$ cat config.mk
export PLATFORM = sky130hd
export DESIGN_NAME = ifu_fetch_flat
export DESIGN_NICKNAME = d
export VERILOG_FILES = /design/src/rtl/ifu_pkg.sv /design/src/rtl/ifu_fetch_if.sv /design/src/rtl/ifu_fifo.sv /design/src/rtl/ifu_fetch.sv /design/src/flat_wrapper.sv
export SDC_FILE = /design/constraint.sdc
export NUM_CORES = 1
export LEC_CHECK = 0
export BUFFER_PORTS_ARGS = -buffer_cell sky130_fd_sc_hd__buf_2
export CORE_MARGIN = 1.5
export CORE_UTILIZATION = 57
export DETAILED_ROUTE_END_ITERATION = 10
export PLACE_DENSITY = 0.82
export SLEW_MARGIN = 30
export SYNTH_ARGS = -nofsm -noshare
export SYNTH_HDL_FRONTEND = slang
export SYNTH_SLANG_ARGS = --single-unit
$ cat constraint.sdc
create_clock -name clk -period 4.8 [get_ports clk]
set_input_delay 1.2 -clock clk [delete_from_list [all_inputs] [get_ports clk]]
set_output_delay 1.2 -clock clk [all_outputs]
set_load 0.02 [all_outputs]
$ cat src/rtl/ifu_pkg.sv
// Shared types and defaults for the instruction fetch unit: FSM state encoding
// plus the default datapath width and reset PC.
package ifu_pkg;

  localparam int          XLEN_DEF     = 32;
  localparam logic [31:0] RESET_PC_DEF = 32'h8000_0000;

  typedef enum logic [1:0] {
    ST_IDLE = 2'd0,
    ST_REQ  = 2'd1,
    ST_WAIT = 2'd2,
    ST_DROP = 2'd3
  } fetch_state_e;

endpackage

$ cat src/rtl/ifu_fetch_if.sv
// Fetch unit bus: redirect input, memory request/response, instruction output.
// Handshakes: a request transfers on a cycle with req_valid && req_ready, an
// instruction pops on inst_valid && inst_ready; rsp_valid is a one-cycle strobe.
interface ifu_fetch_if #(parameter int XLEN = ifu_pkg::XLEN_DEF);

  logic            redirect_valid;
  logic [XLEN-1:0] redirect_pc;
  logic            req_valid;
  logic            req_ready;
  logic [XLEN-1:0] req_addr;
  logic            rsp_valid;
  logic [XLEN-1:0] rsp_data;
  logic            inst_valid;
  logic            inst_ready;
  logic [XLEN-1:0] inst;
  logic [XLEN-1:0] inst_pc;
  logic            inst_misalign;

  modport master (
    input  redirect_valid, redirect_pc, req_ready, rsp_valid, rsp_data, inst_ready,
    output req_valid, req_addr, inst_valid, inst, inst_pc, inst_misalign
  );

  modport slave (
    output redirect_valid, redirect_pc, req_ready, rsp_valid, rsp_data, inst_ready,
    input  req_valid, req_addr, inst_valid, inst, inst_pc, inst_misalign
  );

endinterface

$ cat src/rtl/ifu_fifo.sv
// Registered instruction buffer: power-of-2 ring with push/pop/flush and an
// occupancy count. Flush has priority; pop on empty and push on full are ignored.
module ifu_fifo #(
  parameter int WIDTH = 64,
  parameter int DEPTH = 4
) (
  input  logic                     clk,
  input  logic                     rst,
  input  logic                     i_flush,
  input  logic                     i_push,
  input  logic [WIDTH-1:0]         i_data,
  input  logic                     i_pop,
  output logic                     o_valid,
  output logic [WIDTH-1:0]         o_data,
  output logic [$clog2(DEPTH):0]   o_count
);

  localparam int AW = $clog2(DEPTH);
  localparam int CW = AW + 1;

  logic [WIDTH-1:0] r_mem [DEPTH];
  logic [AW-1:0]    r_wr_ptr;
  logic [AW-1:0]    r_rd_ptr;
  logic [CW-1:0]    r_count;
  logic             w_push;
  logic             w_pop;

  assign w_push = i_push && (r_count != CW'(DEPTH));
  assign w_pop  = i_pop && (r_count != '0);

  always_ff @(posedge clk) begin
    if (rst || i_flush) begin
      r_wr_ptr <= '0;
      r_rd_ptr <= '0;
      r_count  <= '0;
    end else begin
      if (w_push) r_wr_ptr <= r_wr_ptr + AW'(1);
      if (w_pop)  r_rd_ptr <= r_rd_ptr + AW'(1);
      if (w_push && !w_pop)      r_count <= r_count + CW'(1);
      else if (w_pop && !w_push) r_count <= r_count - CW'(1);
    end
  end

  // Storage needs no reset: occupancy alone decides what is visible.
  always_ff @(posedge clk) begin
    if (w_push && !i_flush && !rst) r_mem[r_wr_ptr] <= i_data;
  end

  assign o_valid = (r_count != '0);
  assign o_data  = r_mem[r_rd_ptr];
  assign o_count = r_count;

endmodule

$ cat src/rtl/ifu_fetch.sv
// Instruction fetch unit: one outstanding memory read, responses buffered with PC.
// Optional IFU_FETCH_MISALIGN_CHK_EN turns a misaligned PC into a flagged entry.
module ifu_fetch
  import ifu_pkg::*;
#(
  parameter int              XLEN     = XLEN_DEF,
  parameter logic [XLEN-1:0] RESET_PC = XLEN'(RESET_PC_DEF),
  parameter int              DEPTH    = 4
) (
  input  logic          clk,
  input  logic          rst,
  ifu_fetch_if.master   bus,
  output fetch_state_e  o_dbg_state
);

  localparam int CW = $clog2(DEPTH) + 1;
`ifdef IFU_FETCH_MISALIGN_CHK_EN
  localparam int EW = 2 * XLEN + 1;
`else
  localparam int EW = 2 * XLEN;
`endif

  fetch_state_e    r_state;
  fetch_state_e    w_state_nxt;
  logic [XLEN-1:0] r_pc;
  logic            w_req_valid;
  logic            w_req_fire;
  logic            w_push;
  logic            w_pop_eff;
  logic            w_flush;
  logic            w_mis_issue;
  logic            w_hold;
  logic [EW-1:0]   w_push_data;
  logic [EW-1:0]   w_head;
  logic            w_head_valid;
  logic [CW-1:0]   w_count;
  logic [CW-1:0]   w_cnt_after;

`ifdef IFU_FETCH_MISALIGN_CHK_EN
  logic r_halt;

  // A misaligned PC parks the unit in IDLE until software redirects it.
  assign w_mis_issue = (r_state == ST_REQ) && (r_pc[1:0] != 2'b00);
  assign w_hold      = r_halt;

  always_ff @(posedge clk) begin
    if (rst)                     r_halt <= 1'b0;
    else if (bus.redirect_valid) r_halt <= 1'b0;
    else if (w_mis_issue)        r_halt <= 1'b1;
  end
`else
  assign w_mis_issue = 1'b0;
  assign w_hold      = 1'b0;
`endif

  always_ff @(posedge clk) begin
    if (rst) r_state <= ST_IDLE;
    else     r_state <= w_state_nxt;
  end

  always_comb begin
    w_state_nxt = r_state;
    unique case (r_state)
      ST_IDLE: begin
        if (bus.redirect_valid || (!w_hold && (w_count < CW'(DEPTH))))
          w_state_nxt = ST_REQ;
      end
      ST_REQ: begin
        if (bus.redirect_valid) w_state_nxt = w_req_fire ? ST_DROP : ST_REQ;
        else if (w_mis_issue)   w_state_nxt = ST_IDLE;
        else if (w_req_fire)    w_state_nxt = ST_WAIT;
      end
      ST_WAIT: begin
        if (bus.rsp_valid)
          w_state_nxt = (bus.redirect_valid || (w_cnt_after < CW'(DEPTH))) ? ST_REQ : ST_IDLE;
        else if (bus.redirect_valid)
          w_state_nxt = ST_DROP;
      end
      ST_DROP: begin
        if (bus.rsp_valid) w_state_nxt = ST_REQ;
      end
      default: w_state_nxt = ST_IDLE;
    endcase
  end

  always_comb begin
    w_req_valid = (r_state == ST_REQ) && !w_mis_issue;
    w_req_fire  = w_req_valid && bus.req_ready;
    w_flush     = bus.redirect_valid;
    w_push      = ((r_state == ST_WAIT) && bus.rsp_valid) || w_mis_issue;
    w_pop_eff   = bus.inst_ready && w_head_valid;
    w_cnt_after = w_count + CW'(1) - CW'(w_pop_eff);
`ifdef IFU_FETCH_MISALIGN_CHK_EN
    w_push_data = {w_mis_issue, r_pc, w_mis_issue ? {XLEN{1'b0}} : bus.rsp_data};
`else
    w_push_data = {r_pc, bus.rsp_data};
`endif
  end

  always_ff @(posedge clk) begin
    if (rst)                                        r_pc <= RESET_PC;
    else if (bus.redirect_valid)                    r_pc <= bus.redirect_pc;
    else if ((r_state == ST_WAIT) && bus.rsp_valid) r_pc <= r_pc + XLEN'(4);
  end

  ifu_fifo #(.WIDTH(EW), .DEPTH(DEPTH)) u_fifo (
    .clk     (clk),
    .rst     (rst),
    .i_flush (w_flush),
    .i_push  (w_push),
    .i_data  (w_push_data),
    .i_pop   (w_pop_eff),
    .o_valid (w_head_valid),
    .o_data  (w_head),
    .o_count (w_count)
  );

  assign bus.req_valid  = w_req_valid;
  assign bus.req_addr   = r_pc;
  assign bus.inst_valid = w_head_valid;
  assign bus.inst       = w_head[XLEN-1:0];
  assign bus.inst_pc    = w_head[2*XLEN-1:XLEN];
`ifdef IFU_FETCH_MISALIGN_CHK_EN
  assign bus.inst_misalign = w_head_valid && w_head[2*XLEN];
`else
  assign bus.inst_misalign = 1'b0;
`endif
  assign o_dbg_state = r_state;

endmodule
$ cat src/flat_wrapper.sv
// flat-port wrapper written by rule: the top's interface ports become plain ports
module ifu_fetch_flat import ifu_pkg::*;
#(
  parameter int              XLEN     = XLEN_DEF,
  parameter logic [XLEN-1:0] RESET_PC = XLEN'(RESET_PC_DEF),
  parameter int              DEPTH    = 4
)
  (clk, rst, o_dbg_state, bus_redirect_valid, bus_redirect_pc, bus_req_ready, bus_rsp_valid, bus_rsp_data, bus_inst_ready, bus_req_valid, bus_req_addr, bus_inst_valid, bus_inst, bus_inst_pc, bus_inst_misalign);
  ifu_fetch_if #(.XLEN(XLEN)) bus_i ();
  input  logic clk;
  input  logic rst;
  output fetch_state_e o_dbg_state;
  input wire logic [$bits(bus_i.redirect_valid)-1:0] bus_redirect_valid;
  input wire logic [$bits(bus_i.redirect_pc)-1:0] bus_redirect_pc;
  input wire logic [$bits(bus_i.req_ready)-1:0] bus_req_ready;
  input wire logic [$bits(bus_i.rsp_valid)-1:0] bus_rsp_valid;
  input wire logic [$bits(bus_i.rsp_data)-1:0] bus_rsp_data;
  input wire logic [$bits(bus_i.inst_ready)-1:0] bus_inst_ready;
  output wire logic [$bits(bus_i.req_valid)-1:0] bus_req_valid;
  output wire logic [$bits(bus_i.req_addr)-1:0] bus_req_addr;
  output wire logic [$bits(bus_i.inst_valid)-1:0] bus_inst_valid;
  output wire logic [$bits(bus_i.inst)-1:0] bus_inst;
  output wire logic [$bits(bus_i.inst_pc)-1:0] bus_inst_pc;
  output wire logic [$bits(bus_i.inst_misalign)-1:0] bus_inst_misalign;
  assign bus_i.redirect_valid = bus_redirect_valid;
  assign bus_i.redirect_pc = bus_redirect_pc;
  assign bus_i.req_ready = bus_req_ready;
  assign bus_i.rsp_valid = bus_rsp_valid;
  assign bus_i.rsp_data = bus_rsp_data;
  assign bus_i.inst_ready = bus_inst_ready;
  assign bus_req_valid = bus_i.req_valid;
  assign bus_req_addr = bus_i.req_addr;
  assign bus_inst_valid = bus_i.inst_valid;
  assign bus_inst = bus_i.inst;
  assign bus_inst_pc = bus_i.inst_pc;
  assign bus_inst_misalign = bus_i.inst_misalign;
  ifu_fetch #(.XLEN(XLEN), .RESET_PC(RESET_PC), .DEPTH(DEPTH)) u_core (.clk(clk), .rst(rst), .bus(bus_i), .o_dbg_state(o_dbg_state));
endmodule
# [Word level (Yosys, flattened, before mapping)]
# Memory sizes are Yosys's and may differ from the RTL's. A register that Yosys moved wholly into a read port is not among the register bits.
# Index checks and enable logic that the tools add are counted.
[word_totals] ff_bits=41 ram_bits=256 input_bits=70 out_inout_bits=101 word_cells=60 n_memories=1
[classes] add_sub_neg=6 order_cmp=2 n_eq_ne=8 mux=17 n_reduce_logical=21
[mem_list] memory="u_core.u_fifo.r_mem" depth=4 word_bits=64 read_ports=1 rd_ports_with_merged_regs=1 wr=1 line_no="ifu_fifo.sv:21" source="logic [WIDTH-1:0] r_mem [DEPTH];"
[ops] operator="two-way mux 32 bit" count=2
[ops] operator="adder 32 x 3 -> 32 bit, second input constant" count=1
[ops] operator="two-way mux 2 bit" count=9
[ops] operator="logical AND 1 bit" count=9
[ops] operator="case mux 2 bit (4 select lines)" count=1
[ops] operator="< comparator 3 bit, second input constant" count=2
[ops] operator="two-way mux 3 bit" count=2
[ops] operator="inequality test 3 bit, second input constant" count=2
[ops] operator="adder 2 x 1 -> 2 bit, second input constant" count=2
[ops] operator="equality test 2 bit, second input constant" count=2
[ops] operator="zero test 1 bit" count=4
[ops] operator="AND reduction 4 bit" count=1
[ops] operator="nonzero test 2 bit" count=2
[ops] operator="adder 3 x 1 -> 3 bit, second input constant" count=1
[ops] operator="logical OR 1 bit" count=3
[ops] operator="two-way mux 1 bit" count=3
[ops] operator="inequality test 3 x 2 -> 1 bit, second input constant" count=1
[ops] operator="nonzero test 3 bit" count=1
[ops] operator="subtractor 3 x 1 -> 3 bit" count=1
[ops] operator="subtractor 3 x 1 -> 3 bit, second input constant" count=1
[ops] operator="equality test 2 x 1 -> 1 bit, second input constant" count=1
[ops] operator="zero test 2 bit" count=1
[ops] operator="inequality test 2 x 1 -> 1 bit, second input constant" count=1
[ops] operator="inequality test 2 bit, second input constant" count=1

# [Logic depth before layout (Yosys ltp)]
[depth] depth_word=8 mapped_depth=9 ltp_nobuf=9

# [Hierarchy]
# A second synthesis with hierarchy kept.
[unflattened] hier_cells=672 hier_area_um2=11927.7
[modules_own_cells] module="ifu_fifo" instances=1 cells_per_inst=383 area_each_um2=9683.0 seq_area_each_um2=7867.5
[modules_own_cells] module="ifu_fetch" instances=1 cells_per_inst=289 area_each_um2=2244.7 seq_area_each_um2=680.7

# [Worst setup path after synthesis]
# No wires, ideal clock.
[synth_path] path_kind="input-to-reg" from="input port bus_rsp_valid" to="memory u_core.u_fifo.r_mem[0][0] (enable)" setup_ns=0.429 arrival_time_ns=3.273 required_ns=4.371 slack_ns=1.098 cell_stages=3 path_buffers=0 path_cell_list="nand2_1 -> a21oi_1 -> and3_1"
[synth_between] elab_chain_cells=6
[synth_lines] element="from (decl)" line_no="flat_wrapper.sv:16" source="input wire logic [$bits(bus_i.rsp_valid)-1:0] bus_rsp_valid;"
[synth_lines] element="logical AND 1 bit" line_no="ifu_fetch.sv:90" source="w_push = ((r_state == ST_WAIT) && bus.rsp_valid) || w_mis_issue;"
[synth_lines] element="logical AND 1 bit" line_no="ifu_fifo.sv:28" source="assign w_push = i_push && (r_count != CW'(DEPTH));"
[synth_lines] element="net u_core.u_fifo.w_push" line_no="ifu_fifo.sv:25" source="logic w_push;"
[synth_lines] element="logical AND 1 bit (2 in series)" line_no="ifu_fifo.sv:46" source="if (w_push && !i_flush && !rst) r_mem[r_wr_ptr] <= i_data;"
[synth_lines] element="two-way mux 1 bit" line_no="ifu_fifo.sv:46"
[synth_lines] element="two-way mux 1 bit (not written as such)" line_no="ifu_fifo.sv:46"
[synth_lines] element="to (decl)" line_no="ifu_fifo.sv:21"
# The timed path passes the listed nets, and every way through them passes these cells.

==> impl_results.md <==
- Detailed Place HPWL: 15.31 mm
- Final setup violation count: 0
- Number of warning messages in the yosys log: 0
- Count of unresolved DRC violations after routing: 0
- Synth area leader: edfxtp_1
- Dominant cell by count in the synthesized netlist: edfxtp_1
- CP Launch Type: register
- Initial antenna violation count: 0
- Top post-synthesis cells by count: edfxtp_1, mux4_2, dfxtp_1
- Vert. Die Dim: 145.7 um
- Routed metal-1 wirelength: 10.08 mm
- Final critical-path share of the clock period: 76.77%
- Number of different library cells in the post-synthesis netlist: 40
- Routability congestion estimate from global placement: 0.8612
- Worst-case headroom to the max-slew limit: 37.04%
- TritonCTS Buffers: 29
- Count of cells resized by post-cts repair: 0
- Final count of hold timing violations: 0
- Register area: 8556 um^2
- Count of hold buffers inserted by post-cts repair: 0
- Fraction of final layout cells sized beyond drive strength 1: 35.44%
- Startpoint-to-endpoint class of the critical path: register to primary output
- Core box area: 20100 um^2
- Width of the die: 145.7 um
- DRC violation total after the first TritonRoute iteration: 519
- Pin count of the biggest net entering global routing: 65
- Total GRT Usage: 24.39%
- Post-synthesis async set-or-reset flop share: 0%
- Top-level I/O count: 171
- Multi-input gate area in the final layout: 2933 um^2
- Final Routed Wirelength: 25.44 mm
- Routed wire length on met3: 1.841 mm
- Clock latency of the later-clocked register in the worst-skew pair: 0.53 ns
- Die area: 21240 um^2
- Clock tree from TritonCTS: done
- Antenna-violating nets left: 0
- Worst-case clock buffer depth: 3
- Buffer count from post-CTS setup fixing: 0
- Routed length per placed instance: 23.32 um
- Final count of pins violating max slew: 0
- Number of max-capacitance violations reported: 0
- IR Drop Worst-Case VDD: 0.0002251 V
- PD cells: 391.0 nW/um^2
- Biggest area contributors in the synthesized netlist: edfxtp_1, mux4_2, dfxtp_1
- Share of the yosys chip area belonging to registers: 73.62%
- Highest metal layer with signal wires: met4
- Clock-pin slew on the worst setup and hold paths: 0.06 ns
- WL met2: 12.86 mm
- Count of flip-flops with a built-in enable after synthesis: 256
- Cell area after technology mapping: 11610 um^2
- Hold Worst Slack: 0.5253 ns
- Count of clock tree sinks: 299
- Top cell type's share of synthesized area: 66.21%
- Layout-stage area growth over the synthesis result: 18.14%
- First-pass DRT Iterations: 5
- Minimum clock period after layout: 3.685 ns
- Number of levels the H-tree was split into: 1
- GRT Residual Overflow: 0
- Critical path required time: 3.60 ns
- Class of the tightest hold or removal check: register to register
- Total number of vias: 6427
- Largest fanout on the critical path: 33
- Result of the run: completed
- Global-route wire length before repair: 39.28 mm
- Placed cell areas: 12740 um^2
- Post-synthesis sequential element count: 299
- Final #Nets: 882
- Clock tree root buffer cell: clkbuf_16
- Leading register cell type out of synthesis: edfxtp_1
- Vias in the first global route: 6737
- Net Count, Synth: 705
- Post-Syn Instances: 622
- CP arrival: 2.49 ns
- Starting density of the core: 57.75%
- Port buffer count: 169
- Vias per inst: 5.891
- Number of placement rows: 52
- Filler cells: 1289
- Post-route clock skew: 0.01683 ns
- Max frequency: 271.4 MHz
- Static leakage power: 4.745 nW
- Setup repair after global routing missed its margin: false
- Antenna diode instance count: 0
- Post-synthesis average cell area: 18.67 um^2
- Setup TNS after final layout: 0 ns
- Crit path capture type: primary output
- Slew at the pin with the worst max-slew slack: 0.9434 ns
- Final standard cell area without fillers: 13720 um^2
[metal layers]
layer	up-vias	GRT usage, %
li1	2817	-
met1	3253	32.91
met2	303	41.33
met3	54	4.138
met4	0	7.347
met5	-	0
[cell usage in the layout (no fill, tap or decap), types with 4 or more instances in the layout]
cell,n
clkbuf_1,7
nor2_1,42
and3_4,4
mux2i_1,6
edfxtp_1,256
nand3_1,14
a21oi_1,15
and3_1,5
nand2_1,24
nand4_1,12
mux4_2,64
clkinv_1,8
inv_1,10
bufinv_16,4
a211oi_1,19
ha_1,13
buf_2,169
o21ai_0,5
xnor2_1,5
clkbuf_16,29
xor2_1,30
dfxtp_1,41
[cell type report]
cell class | instances | share of cell area, %
clock buffers | 36 | 5.482
clock inverters | 17 | 1.368
inverters | 10 | 0.2736
multi-input cells | 286 | 21.38
flip-flops and latches | 299 | 62.37
well taps | 270 | 2.463
repair buffers | 173 | 6.659
[registers in the layout, indices dropped and copies added (netlist names), named ones only]
register                cells
u_core.u_fifo.r_rd_ptr      2
u_core.u_fifo.r_wr_ptr      2
u_core.o_dbg_state          2
u_core.u_fifo.o_count       3
u_core.bus.req_addr        32
u_core.u_fifo.r_mem       256
[stage by stage]
step	setup slack (ns)	utilization (%)	power (mW)	instances
after floorplan	1.098	-	3.055	622
after global placement	1.478	63.36	3.152	1036
after detailed placement	1.338	63.36	3.166	1036
after CTS	1.031	68.03	5.387	1089
after global routing	0.9367	68.23	5.517	1091
final	1.115	68.23	5.364	1091
[worst paths after layout]
path	from	end	slack (ns)	depth (start not counted)
worst max-delay path	register	bus_inst_pc[13]	1.11	3
worst min-delay path	u_core.u_fifo.r_rd_ptr[1]	u_core.u_fifo.r_rd_ptr[1]	0.53	2
worst max register to register	u_core.o_dbg_state[0]	u_core.u_fifo.r_mem[3][15]	1.85	5
worst min register to register	u_core.u_fifo.r_rd_ptr[1]	u_core.u_fifo.r_rd_ptr[1]	0.53	2
[kinds of logic after synthesis]
| kind of cell | Yosys count | share of synthesized area [%] |
|---|---|---|
| other | 1 | 0.03230 |
| DFF | 299 | 73.62 |
| AOI/OAI and AO/OA | 42 | 2.285 |
| xor gates and xnor gates | 35 | 2.640 |
| adders and majority gates | 13 | 1.401 |
| muxes | 70 | 12.93 |
| buffers and inverters | 37 | 1.293 |
| and+or+nand+nor | 125 | 5.798 |
[critical path, stage by stage, from the launching register on]
cell,delay [ns]
dfxtp_4,0.76
buf_12,0.35
mux4_2,0.60
buf_2,0.19
[power by group]
part           internal, mW  total, mW  switching (mW)
Combinational        0.0829      0.215           0.132
Clock                  1.32       2.25           0.924
Sequential             2.84       2.90          0.0578
Total                  4.25       5.36            1.11
Power figures use the tool's default switching activity.
